<file path="config.mk">
export PLATFORM = sky130hd
export DESIGN_NAME = bit_diff_feeder
export DESIGN_NICKNAME = d
export VERILOG_FILES = /design/src/rtl/bit_diff_pkg.sv /design/src/rtl/bit_diff_fifo.sv /design/src/rtl/bit_diff_feeder.sv
export SDC_FILE = /design/constraint.sdc
export NUM_CORES = 1
export LEC_CHECK = 0
export CORE_MARGIN = 2
export CORE_UTILIZATION = 40
export DETAILED_ROUTE_END_ITERATION = 12
export DONT_BUFFER_PORTS = 1
export GPL_TIMING_DRIVEN = 1
export HOLD_SLACK_MARGIN = 0.03
export MAX_ROUTING_LAYER = met4
export SETUP_SLACK_MARGIN = 0.3
export SYNTH_ARGS = -nofsm -noshare
export SYNTH_HDL_FRONTEND = slang
export SYNTH_HIERARCHICAL = 1
export SYNTH_SLANG_ARGS = --single-unit
</file>
<file path="constraint.sdc">
create_clock -name clk -period 2.85 [get_ports clk]
set_input_delay 0.1425 -clock clk [delete_from_list [all_inputs] [get_ports clk]]
set_output_delay 0.1425 -clock clk [all_outputs]
set_load 0.05 [all_outputs]
</file>
<file path="src/rtl/bit_diff_pkg.sv">
// Shared types for the bit-difference feeder and the engine it drives.
package bit_diff_pkg;

    typedef enum logic [1:0] {
        IDLE  = 2'd0,
        ISSUE = 2'd1,
        WAIT  = 2'd2
    } feeder_state_e;

    typedef struct packed {
        logic go;
        logic done;
    } engine_hs_t;

    function automatic logic word_parity(input logic [63:0] word);
        return ^word;
    endfunction

endpackage

</file>
<file path="src/rtl/bit_diff_fifo.sv">
// Circular word FIFO for the feeder: DEPTH entries (power of 2), head always visible.
module bit_diff_fifo #(
    parameter int WIDTH = 8,
    parameter int DEPTH = 4
) (
    input  logic                         clk,
    input  logic                         rst_n,
    input  logic                         push,
    input  logic [WIDTH-1:0]             push_data,
    input  logic                         pop,
    output logic [WIDTH-1:0]             head,
    output logic [$clog2(DEPTH+1)-1:0]   count,
    output logic                         full
);
    localparam int AW = $clog2(DEPTH);
    localparam int CW = $clog2(DEPTH+1);

    logic [WIDTH-1:0] r_mem [DEPTH];
    logic [AW-1:0]    r_wr_ptr;
    logic [AW-1:0]    r_rd_ptr;
    logic [CW-1:0]    r_count;
    logic             w_push;
    logic             w_pop;

    assign full   = (r_count == CW'(DEPTH));
    assign w_push = push && !full;
    assign w_pop  = pop && (r_count != {CW{1'b0}});
    assign head   = r_mem[r_rd_ptr];
    assign count  = r_count;

    // Pointers wrap naturally because DEPTH is a power of 2.
    always_ff @(posedge clk or negedge rst_n) begin
        if (!rst_n) begin
            r_wr_ptr <= {AW{1'b0}};
            r_rd_ptr <= {AW{1'b0}};
        end else begin
            if (w_push) begin
                r_wr_ptr <= r_wr_ptr + AW'(1);
            end
            if (w_pop) begin
                r_rd_ptr <= r_rd_ptr + AW'(1);
            end
        end
    end

    // Occupancy: simultaneous push and pop leaves it unchanged.
    always_ff @(posedge clk or negedge rst_n) begin
        if (!rst_n) begin
            r_count <= {CW{1'b0}};
        end else begin
            case ({w_push, w_pop})
                2'b10:   r_count <= r_count + CW'(1);
                2'b01:   r_count <= r_count - CW'(1);
                default: r_count <= r_count;
            endcase
        end
    end

    // Storage array.
    always_ff @(posedge clk or negedge rst_n) begin
        if (!rst_n) begin
            for (int i = 0; i < DEPTH; i++) begin
                r_mem[i] <= {WIDTH{1'b0}};
            end
        end else if (w_push) begin
            r_mem[r_wr_ptr] <= push_data;
        end
    end

endmodule

</file>
<file path="src/rtl/bit_diff_feeder.sv">
// Feeds queued words one at a time to a bit-difference engine with a sticky done.
// Optional macro BIT_DIFF_FEEDER_STATS_EN adds a 32-bit issued_cnt output.
module bit_diff_feeder
    import bit_diff_pkg::*;
#(
    parameter int WIDTH = 8,
    parameter int DEPTH = 4
) (
    input  logic                         clk,
    input  logic                         rst_n,
    input  logic                         in_valid,
    output logic                         in_ready,
    input  logic [WIDTH-1:0]             in_data,
    output logic                         go,
    output logic [WIDTH-1:0]             data,
    input  logic                         done,
    output logic                         busy,
    output logic [$clog2(DEPTH+1)-1:0]   count
`ifdef BIT_DIFF_FEEDER_STATS_EN
    ,
    output logic [31:0]                  issued_cnt
`endif
);
    localparam int CW = $clog2(DEPTH+1);

    feeder_state_e    r_state;
    feeder_state_e    w_next_state;
    logic             r_go;
    logic             r_busy;
    logic             r_done_d;
    logic [WIDTH-1:0] r_data;
    logic [WIDTH-1:0] w_head;
    logic [CW-1:0]    w_count;
    logic             w_full;
    logic             w_push;
    logic             w_pop;
    logic             w_load;
    logic             w_done_rise;

    bit_diff_fifo #(
        .WIDTH (WIDTH),
        .DEPTH (DEPTH)
    ) u_fifo (
        .clk       (clk),
        .rst_n     (rst_n),
        .push      (w_push),
        .push_data (in_data),
        .pop       (w_pop),
        .head      (w_head),
        .count     (w_count),
        .full      (w_full)
    );

    assign in_ready    = !w_full;
    assign w_push      = in_valid && !w_full;
    assign w_done_rise = done && !r_done_d;
    assign go          = r_go;
    assign data        = r_data;
    assign busy        = r_busy;
    assign count       = w_count;

    // State register.
    always_ff @(posedge clk or negedge rst_n) begin
        if (!rst_n) begin
            r_state <= IDLE;
        end else begin
            r_state <= w_next_state;
        end
    end

    // Next-state, head load and pop decisions.
    always_comb begin
        w_next_state = r_state;
        w_load       = 1'b0;
        w_pop        = 1'b0;
        case (r_state)
            IDLE: begin
                if (w_count != {CW{1'b0}}) begin
                    w_load       = 1'b1;
                    w_next_state = ISSUE;
                end else begin
                    w_next_state = IDLE;
                end
            end
            ISSUE: begin
                w_next_state = WAIT;
            end
            WAIT: begin
                // A done still high from the previous word has no rising edge, so it is ignored.
                if (w_done_rise) begin
                    w_pop        = 1'b1;
                    w_next_state = IDLE;
                end else begin
                    w_next_state = WAIT;
                end
            end
            default: begin
                w_next_state = IDLE;
            end
        endcase
    end

    // Registered engine-facing outputs; go is high exactly for the ISSUE cycle.
    always_ff @(posedge clk or negedge rst_n) begin
        if (!rst_n) begin
            r_go     <= 1'b0;
            r_busy   <= 1'b0;
            r_data   <= {WIDTH{1'b0}};
            r_done_d <= 1'b0;
        end else begin
            r_go     <= w_load;
            r_done_d <= done;
            if (w_load) begin
                r_data <= w_head;
                r_busy <= 1'b1;
            end else if (w_pop) begin
                r_busy <= 1'b0;
            end else begin
                r_busy <= r_busy;
            end
        end
    end

`ifdef BIT_DIFF_FEEDER_STATS_EN
    logic [31:0] r_issued_cnt;

    // Count of go pulses, wrapping at 2^32.
    always_ff @(posedge clk or negedge rst_n) begin
        if (!rst_n) begin
            r_issued_cnt <= 32'd0;
        end else if (r_go) begin
            r_issued_cnt <= r_issued_cnt + 32'd1;
        end
    end

    assign issued_cnt = r_issued_cnt;
`endif

endmodule

</file>
==> impl_metrics.env <==
export IMPL_synthCells=143
export IMPL_cts_sinks=51
export IMPL_ios=26
export IMPL_drv_cap=0
export IMPL_synth_cell_area_sq_mm=0.00224
export IMPL_postSynthAreaPerCell_sq_um=15.7
export IMPL_dp_hpwl_microns=2780
export IMPL_synth_nets=161
export IMPL_hp_class="input pin to flip-flop"
export IMPL_cts_setup_buffers=0
export IMPL_grt_max_degree=52
export IMPL_fill_cells=499
export IMPL_drive_gt1_frac=0.439
export IMPL_met2_usage=0.262
export IMPL_peakVddDrop_uv=621
export IMPL_cts_tree="yes"
export IMPL_cts_buffers=5
export IMPL_die_area_sq_mm=0.00622
export IMPL_fin_worst_skew_ns=0.00474
export IMPL_gp_congestion=0.708
export IMPL_worstPathArrival_ns=2.55
export IMPL_synth_ff_type="dfrtp_1"
export IMPL_synth_cell_types=22
export IMPL_tns_ns=0
export IMPL_vias=1173
export IMPL_worst_slew_pin_slew_ns=0.635
export IMPL_finalSetupViolCount=0
export IMPL_cp_required_ns=3.07
export IMPL_grt_use_total=0.152
export IMPL_coreArea_sq_mm=0.00547
export IMPL_netlist_area_leader_share=0.569
export IMPL_numPortBuffers=0
export IMPL_row_count=27
export IMPL_drt_iter0_markers=49
export IMPL_switching_share=0.387
export IMPL_layout_nets=181
export IMPL_die_h_microns=78.9
export IMPL_vias_per_cell=4.97
export IMPL_internal_power_mw=2.01
export IMPL_initial_core_util=0.410
export IMPL_combPwrFrac=0.369
export IMPL_worstSetupEndpointType="flip-flop"
export IMPL_grt_antenna_before_repair=0
export IMPL_min_path_cells=3
export IMPL_grt_pass1_vias=1319
export IMPL_clkPwrFrac=0.137
export IMPL_async_flop_share=1.00
export IMPL_fmax_mhz=431
export IMPL_holdPathEnd="r_state[1]"
export IMPL_yosysSeqAreaShare=0.569
export IMPL_drt_pass1_iter_count=3
export IMPL_clk_pin_slew_ns=0.09
export IMPL_leakagePower_nw=1.10
export IMPL_rrSetupSlack_ns=0.53
export IMPL_clock_path_buffers=2
export IMPL_start_kind="flip-flop"
export IMPL_antenna_left=0
export IMPL_synth_top_area_cell="dfrtp_1"
export IMPL_drv_slew=0
export IMPL_slew_headroom=0.576
export IMPL_drt_wl_total_microns=4120
export IMPL_synth_seq_cells=51
export IMPL_cts_resized=0
export IMPL_power_total_mw=3.29
export IMPL_synth_enable_flop_cells=0
export IMPL_seq_power_share=0.494
export IMPL_min_period_ns=2.32
export IMPL_drc_errors=0
export IMPL_die_x_microns=78.9
export IMPL_outcome="complete, no violations"
export IMPL_grt_pass1_wl_microns=6680
export IMPL_cts_root_buf="clkbuf_8"
export IMPL_hold_buffers=11
export IMPL_grtUsageMet1=0.174
export IMPL_r2r_start="u_fifo/count[1]"
export IMPL_p_sw_mw=1.27
export IMPL_path_max_fanout=7
export IMPL_worstSkewPairLatency_ns=0.30
export IMPL_area_growth_pct=15.6
export IMPL_multi_input_area_sq_um=938
export IMPL_reg2reg_depth=9
export IMPL_htreeDepth=2
export IMPL_hold_start="done"
export IMPL_post_route_period_util=0.815
export IMPL_ys_warn_count=6
export IMPL_grt_busiest_layer="met2"
export IMPL_synthTopCellsByCount="dfrtp_1 (51), mux2_2 (42), mux4_2 (8)"
export IMPL_antenna_cells=0
export IMPL_synth_area_leaders="dfrtp_1 (57%), mux2_2 (21%), mux4_2 (8.0%)"
export IMPL_overflow=0
export IMPL_rsz0062_at_grt="false"
export IMPL_critical_path_class="flip-flop to flip-flop"
export IMPL_post_drt_wl_per_cell_microns=17.4
export IMPL_finalHoldViolCount=0
export IMPL_grt_util_met3=0.0443
export IMPL_r2r_end="u_fifo/count[2]"
export IMPL_regArea_sq_mm=0.00128
export IMPL_yosysMostFrequentCell="dfrtp_1"
export IMPL_pwr_density_cell_mw_per_mm2=1270
[critical path, stage by stage, from the launching register on]
cell	delay [ns]
dfrtp_1	0.42
nor3b_4	0.40
nor2b_1	0.16
or2b_2	0.23
ha_1	0.19
inv_1	0.06
fa_1	0.37
xor2_1	0.15
nor2_1	0.11
xor2_1	0.16
[logic make-up (layout without fill, tap and decap cells)]
family | after synthesis | count (layout) | synth area share
mux | 51 | 51 | 0.296
flops | 51 | 51 | 0.569
simple gates | 18 | 18 | 0.0519
buf+inv | 9 | 30 | 0.0156
fa+ha+maj | 6 | 6 | 0.0368
xor+xnor | 6 | 6 | 0.0234
compound gates | 2 | 2 | 0.00781
[metrics by stage]
| stage | setup WS, ns | utilization | instance area, sq um | hold WS (ns) | std cells |
|---|---|---|---|---|---|
| finish | 0.528 | 0.474 | 2590 | 0.214 | 236 |
| global route | 0.363 | 0.474 | 2590 | 0.244 | 236 |
| CTS | 0.506 | 0.474 | 2590 | 0.212 | 236 |
| detailed placement | 0.525 | 0.431 | 2360 | -0.152 | 217 |
| global placement | 0.663 | 0.431 | 2360 | -0.152 | 217 |
| floorplan | 0.373 | - | 2250 | -0.153 | 143 |
[worst max path at each step]
stage	startpoint	endpoint	cells after the start
floorplan	u_fifo/count[2]	u_fifo/count[2]	9
global placement	u_fifo/count[1]	u_fifo/count[2]	9
detailed placement	u_fifo/count[1]	u_fifo/count[2]	9
CTS	u_fifo/count[1]	u_fifo/count[2]	9
global route	u_fifo/count[1]	u_fifo/count[2]	9
finish	u_fifo/count[1]	u_fifo/count[2]	9
[cells in the final DEF, fill, tap and decap left out]
master,n
mux2i_1,1
clkinvlp_4,1
buf_4,4
xor2_1,3
o21bai_1,1
dfrtp_1,51
ha_1,5
mux2_2,42
nand2_1,5
or2b_2,1
dlygate4sd3_1,10
inv_1,7
o31a_2,1
xnor2_1,3
nor3b_4,1
mux4_2,8
fa_1,1
nor3_1,1
nor2b_1,2
clkbuf_8,7
buf_16,1
and3b_2,1
nor2_1,2
nor2_2,4
nor3_4,1
[power groups by stage]
| stage | clock [mW] | combinational, mW | sequential, mW |
|---|---|---|---|
| after floorplan | 0 | 0.947 | 1.61 |
| after global placement | 0 | 1.16 | 1.62 |
| after detailed placement | 0 | 1.20 | 1.65 |
| after CTS | 0.468 | 1.24 | 1.64 |
| after global routing | 0.493 | 1.33 | 1.69 |
| final | 0.449 | 1.21 | 1.62 |
[final cells by class]
| cell class | instances | share of cell area |
|---|---|---|
| Inverter | 7 | 0.0101 |
| Clock buffer | 7 | 0.0372 |
| Timing Repair Buffer | 15 | 0.0608 |
| Multi-Input combinational cell | 83 | 0.362 |
| Clock inverter | 1 | 0.00290 |
| Sequential cell | 51 | 0.492 |
| Tap cell | 72 | 0.0347 |
[flip-flops by register name (all words and copies together) (netlist names)]
register,flops
u_fifo/r_wr_ptr,2
busy,1
u_fifo/r_rd_ptr,2
go,1
r_done_d,1
data,8
u_fifo/r_mem,32
r_state,1
u_fifo/count,3
[routing by layer]
layer	wire length [microns]	part of all wire	vias up
met2	2100	0.51	26
met5	0	0	-
met3	217	0.053	4
met4	44	0.011	0
li1	-	-	542
met1	1760	0.43	601
(Power assumes the default switching activity.)
